## src/rtl/bist_pkg.sv

```systemverilog
// Shared types and constants for the full-adder BIST output response analyser.
package bist_pkg;

    typedef enum logic [1:0] {
        IDLE    = 2'd0,
        COMPACT = 2'd1,
        CHECK   = 2'd2,
        DONE    = 2'd3
    } state_e;

    localparam int         CNT_W    = 8;
    localparam logic [CNT_W-1:0] CNT_MAX = {CNT_W{1'b1}};

    localparam logic [3:0] DEF_POLY = 4'h3;
    localparam logic [3:0] DEF_SEED = 4'h0;

endpackage

```

## src/rtl/misr_core.sv

```systemverilog
// Galois-style multiple-input signature register: loads a seed or folds a
// 2-bit response (carry, sum) into the low bits on each shift.
module misr_core
    import bist_pkg::*;
#(
    parameter int               SIG_W = 4,
    parameter logic [SIG_W-1:0] POLY  = SIG_W'(DEF_POLY),
    parameter logic [SIG_W-1:0] SEED  = SIG_W'(DEF_SEED)
) (
    input  logic             clk,
    input  logic             srst,
    input  logic             load,
    input  logic             shift_en,
    input  logic [1:0]       data_in,
    output logic [SIG_W-1:0] sig
);

    logic [SIG_W-1:0] sig_q;
    logic [SIG_W-1:0] sig_d;
    logic [SIG_W-1:0] shifted;
    logic             fb;

    assign fb = sig_q[SIG_W-1];

    // Bits 0 and 1 also absorb the response inputs; the rest only shift.
    genvar gi;
    generate
        for (gi = 0; gi < SIG_W; gi++) begin : g_bit
            if (gi == 0) begin : g_lsb
                assign shifted[gi] = (fb & POLY[gi]) ^ data_in[0];
            end else if (gi == 1) begin : g_in1
                assign shifted[gi] = sig_q[gi-1] ^ (fb & POLY[gi]) ^ data_in[1];
            end else begin : g_hi
                assign shifted[gi] = sig_q[gi-1] ^ (fb & POLY[gi]);
            end
        end
    endgenerate

    always_comb begin
        sig_d = sig_q;
        if (load) begin
            sig_d = SEED;
        end else if (shift_en) begin
            sig_d = shifted;
        end
    end

    always_ff @(posedge clk) begin
        if (srst) begin
            sig_q <= SEED;
        end else begin
            sig_q <= sig_d;
        end
    end

    assign sig = sig_q;

endmodule

```

## src/rtl/bist_ora_misr.sv

```systemverilog
// Output response analyser: compacts CUT responses into a MISR, counts them,
// and issues a registered pass/fail verdict once the pattern generator finishes.
module bist_ora_misr
    import bist_pkg::*;
#(
    parameter int               SIG_W        = 4,
    parameter logic [SIG_W-1:0] POLY         = SIG_W'(DEF_POLY),
    parameter logic [SIG_W-1:0] SEED         = SIG_W'(DEF_SEED),
    parameter logic [SIG_W-1:0] GOLDEN       = '0,
    parameter logic [CNT_W-1:0] EXP_PATTERNS = 8'd7
) (
    input  logic             clock,
    input  logic             reset,
    input  logic             start,
    input  logic             resp_valid,
    input  logic             cut_sum,
    input  logic             cut_cout,
    input  logic             tpg_complete,
    output logic [SIG_W-1:0] signature,
    output logic [CNT_W-1:0] pattern_count,
    output logic             busy,
    output logic             done,
    output logic             pass,
    output logic             fail
);

    state_e           state_q, state_d;
    logic [CNT_W-1:0] cnt_q, cnt_d;
    logic             ovf_q, ovf_d;
    logic             busy_q, busy_d;
    logic             done_q, done_d;
    logic             pass_q, pass_d;
    logic             fail_q, fail_d;
    logic             misr_load;
    logic             misr_shift;
    logic             verdict_ok;
    logic [SIG_W-1:0] sig;

    misr_core #(
        .SIG_W (SIG_W),
        .POLY  (POLY),
        .SEED  (SEED)
    ) u_misr (
        .clk      (clock),
        .srst     (reset),
        .load     (misr_load),
        .shift_en (misr_shift),
        .data_in  ({cut_cout, cut_sum}),
        .sig      (sig)
    );

    assign verdict_ok = (sig == GOLDEN) && (cnt_q == EXP_PATTERNS) && !ovf_q;

    always_comb begin
        state_d    = state_q;
        cnt_d      = cnt_q;
        ovf_d      = ovf_q;
        done_d     = done_q;
        pass_d     = pass_q;
        fail_d     = fail_q;
        misr_load  = 1'b0;
        misr_shift = 1'b0;

        case (state_q)
            IDLE: begin
                if (start) begin
                    misr_load = 1'b1;
                    cnt_d     = '0;
                    ovf_d     = 1'b0;
                    state_d   = COMPACT;
                end
            end
            COMPACT: begin
                if (resp_valid) begin
                    misr_shift = 1'b1;
                    // Saturate rather than wrap so a runaway generator can never alias a good count.
                    if (cnt_q == CNT_MAX) begin
                        ovf_d = 1'b1;
                    end else begin
                        cnt_d = cnt_q + 1'b1;
                    end
                end
                if (tpg_complete) begin
                    state_d = CHECK;
                end
            end
            CHECK: begin
                done_d  = 1'b1;
                pass_d  = verdict_ok;
                fail_d  = !verdict_ok;
                state_d = DONE;
            end
            DONE: begin
                if (start) begin
                    done_d    = 1'b0;
                    pass_d    = 1'b0;
                    fail_d    = 1'b0;
                    misr_load = 1'b1;
                    cnt_d     = '0;
                    ovf_d     = 1'b0;
                    state_d   = COMPACT;
                end
            end
            default: state_d = IDLE;
        endcase

        busy_d = (state_d == COMPACT) || (state_d == CHECK);
    end

    always_ff @(posedge clock) begin
        if (reset) begin
            state_q <= IDLE;
            cnt_q   <= '0;
            ovf_q   <= 1'b0;
            busy_q  <= 1'b0;
            done_q  <= 1'b0;
            pass_q  <= 1'b0;
            fail_q  <= 1'b0;
        end else begin
            state_q <= state_d;
            cnt_q   <= cnt_d;
            ovf_q   <= ovf_d;
            busy_q  <= busy_d;
            done_q  <= done_d;
            pass_q  <= pass_d;
            fail_q  <= fail_d;
        end
    end

    assign signature     = sig;
    assign pattern_count = cnt_q;
    assign busy          = busy_q;
    assign done          = done_q;
    assign pass          = pass_q;
    assign fail          = fail_q;

endmodule

```

## config.mk

```make
export PLATFORM = sky130hd
export DESIGN_NAME = bist_ora_misr
export DESIGN_NICKNAME = d
export VERILOG_FILES = /design/src/rtl/bist_pkg.sv /design/src/rtl/misr_core.sv /design/src/rtl/bist_ora_misr.sv
export SDC_FILE = /design/constraint.sdc
export NUM_CORES = 1
export LEC_CHECK = 0
export CAP_MARGIN = 20
export CELL_PAD_IN_SITES_DETAIL_PLACEMENT = 1
export CELL_PAD_IN_SITES_GLOBAL_PLACEMENT = 1
export CORE_ASPECT_RATIO = 0.9
export CORE_MARGIN = 2
export CORE_UTILIZATION = 40
export DETAILED_ROUTE_END_ITERATION = 7
export PLACE_DENSITY_LB_ADDON = 0.1
export SKIP_LAST_GASP = 1
export SYNTH_ARGS = -nofsm -noshare
export SYNTH_HDL_FRONTEND = slang
export SYNTH_HIERARCHICAL = 1
export SYNTH_SLANG_ARGS = --single-unit
```

## constraint.sdc

```tcl
create_clock -name clock -period 3.9 [get_ports clock]
set_input_delay 0.39 -clock clock [delete_from_list [all_inputs] [get_ports clock]]
set_output_delay 0.39 -clock clock [all_outputs]
set_load 0.1 [all_outputs]
```

==> results.yml <==
grt:
  gr-usage-all-layers_pct: 19.69
  initial_antenna_violation_count: 0
  grt_pass1_wl_mm: 4.767
  grt_max_degree: 20
  first_global_vias: 996
  gr-total-overflow: 0
final_layout:
  drive_above_1_share_pct: 7.143
  area.sequential_sq_um: 380.4
  area_occupied_by_multi_input_gates_sq_um: 658.1
  postLayoutCellArea_sq_um: 1338
  syn2layout_area_growth_pct: 20.52
  post-route-util_pct: 49.49
  final_net_count: 153
  num-fill-cells: 331
  layout.cells.most_common: "clkdlybuf4s50_1"
  most-common-layout-cells: "22 x clkdlybuf4s50_1, 19 x dfxtp_1, 13 x nor2_1, 11 x a21oi_1"
  insertedDiodeCount: 0
setup_path:
  path_cells: "clkdlybuf4s50_1"
  cp-start-kind: "register"
  worstSetupEndpointType: "output port"
  crit_slowest_cell: "clkdlybuf4s50_1"
  path_buf_inv: 1
  worstPathArrival_ns: 2.07
  timing_worst_setup_path_type: "reg2out"
  crit_path_max_fanout: 11
  timing.critical_path.required_ns: 3.51
  max_stage_delay_ns: 1.21
  critical_path.top_delay_family: "buffers and inverters"
synth:
  asyncSetResetFlopFracSynth_pct: 0
  yosysSeqAreaShare_pct: 34.27
  postSynthCellCount: 123
  synthesis.yosys.warnings: 6
  mappedNetlistNets: 135
  synth_enable_flop_cells: 0
  synth.lib_cells_used.distinct: 44
  synth_ff_type: "dfxtp_1"
  synth.cell_area_sq_um: 1110
  post_synth.cell_area_avg_sq_um: 9.023
  postSynthRegisterBits: 19
drt:
  drt-pass1-iter-count: 4
  route.final.wire_length_mm: 2.836
  antenna_violating_nets_post_route: 0
  detailroute.via_count: 1022
  first_iter_violations: 38
  vias_per_cell: 6.012
  routed_wirelength_normalized_by_instance_count_um: 16.68
  route.detailed.drc: 0
clock_tree:
  tritoncts_num_sinks: 19
  count_of_instances_resized_after_the_clock_tree_is_built: 0
  tritoncts: "built"
  clk_latency_ns: 0.30
  cts_inserted_buffers: 3
  cts-root-to-sink-buffers: 2
  root_buffer: "clkbuf_4"
  cts.reportedPaths.clkPinSlew_ns: 0.11
  cts-hold-fix-buffers: 0
  cts.htree.levels: 1
  post-cts-setup-buffer-count: 0
timing:
  fmax_mhz: 406.1
  timing.final.crit_share_pct: 63.13
  max_slew_headroom_pct: 34.40
  hold_viol: 0
  finalSetupTns_ns: 0
  timing_max_transition_violations_final: 0
  worst_slew_pin_slew_ns: 0.9809
  min_period_ns: 2.462
  setup_repair_after_global_routing_missed_its_margin: "no"
  setup-violations-final: 0
  final_setup_margin_ns: 1.438
  finalClockSkew_ns: 0.006220
placement:
  placed_area_sq_um: 1311
  routabilityCongestion: 0.7825
  hpwl_mm: 2.085
  place.port_buffers: 22
  dpl_worst_slack_ns: 1.789
floorplanning:
  die_area_sq_um: 3213
  dieWidth_um: 59.53
  floorplan.io_pins: 23
  initial_core_utilization_pct: 41.06
  core_area_sq_um: 2703
  placement_rows: 18
  fp.dieH_um: 53.97
hold_path:
  hold_path.class: "reg2reg"
power:
  static-leakage-power_nw: 0.4811
  pwr_density_cell_nw_per_um2: 430.0
  total_power_w: 0.0005751
  peakVddDrop_mv: 0.2949
flow_run:
  maximum_capacitance_violations: 0
status:
  run_status: "completed"
-- layer usage --
layer,share of wire (%),vias up,track usage [%]
li1,-,499,-
met1,49,498,26.26
met2,46,23,32.97
met3,4.0,2,5.288
met4,0.49,0,2.222
met5,0,-,0
-- per-stage QoR --
step                hold WS (ns)  cells
detailed placement        0.4536    166
CTS                       0.4708    170
global route              0.5121    170
floorplan                 0.4589    123
finish                    0.4699    170
global placement          0.4455    166
-- power breakdown --
group | internal (W) | total (W) | leakage, nW | switching, W
clock network | 0.0000399 | 0.000104 | 0.0150 | 0.0000639
registers | 0.000208 | 0.000217 | 0.154 | 0.00000963
logic | 0.0000830 | 0.000254 | 0.312 | 0.000171
-- layout make-up --
type / instances / area share, %
multi-input combinational: 91 / 49.20
sequential: 19 / 28.44
timing repair buffer: 22 / 16.46
tap: 30 / 2.806
clock buffer: 4 / 1.964
inverter: 4 / 1.123
-- Yosys cell counts, drive strengths merged (2+ instances only) --
library cell	instances	area, sq um
dfxtp	19	380.4
nor2	13	48.80
a21oi	11	55.05
buf	6	43.79
ha	5	62.56
nand4	5	31.28
nor3	5	30.03
o21ai	5	25.02
inv	4	15.01
mux2i	4	40.04
nand2b	4	25.02
a31oi	3	18.77
a41oi	3	33.79
clkbuf	3	12.51
a211oi	2	15.01
a311oi	2	17.52
and3	2	12.51
and4	2	21.27
nand2	2	7.510
nand3	2	10.01
nor4b	2	17.52
o211a	2	20.02
xnor2	2	17.52
-- final timing paths --
path                                                     from                            end  slack [ns]  cells past startpoint
worst min-delay path                        pass$_SDFFE_PP0P_              pass$_SDFFE_PP0P_        0.47                      2
worst max register to register          state_q[0]$_SDFF_PP0_  pattern_count[3]$_SDFFE_PP0P_        1.86                      6
worst max-delay path            pattern_count[5]$_SDFFE_PP0P_               pattern_count[5]        1.44                      1
worst min register to register              pass$_SDFFE_PP0P_              pass$_SDFFE_PP0P_        0.47                      2
-- registers in the layout, summed over array words and instances (netlist names) --
signal         cells
pattern_count      8
u_misr/sig         4
state_q            2
busy               1
done               1
fail               1
ovf_q              1
pass               1
-- cell families after synthesis --
group,Yosys count,synth area share (%)
buf+inv,13,6.425
compound gates,37,24.47
mux,4,3.608
xor+xnor,3,3.720
fa+ha+maj,5,5.637
simple gates,42,21.87
flops,19,34.27
(Power assumes the default switching activity.)
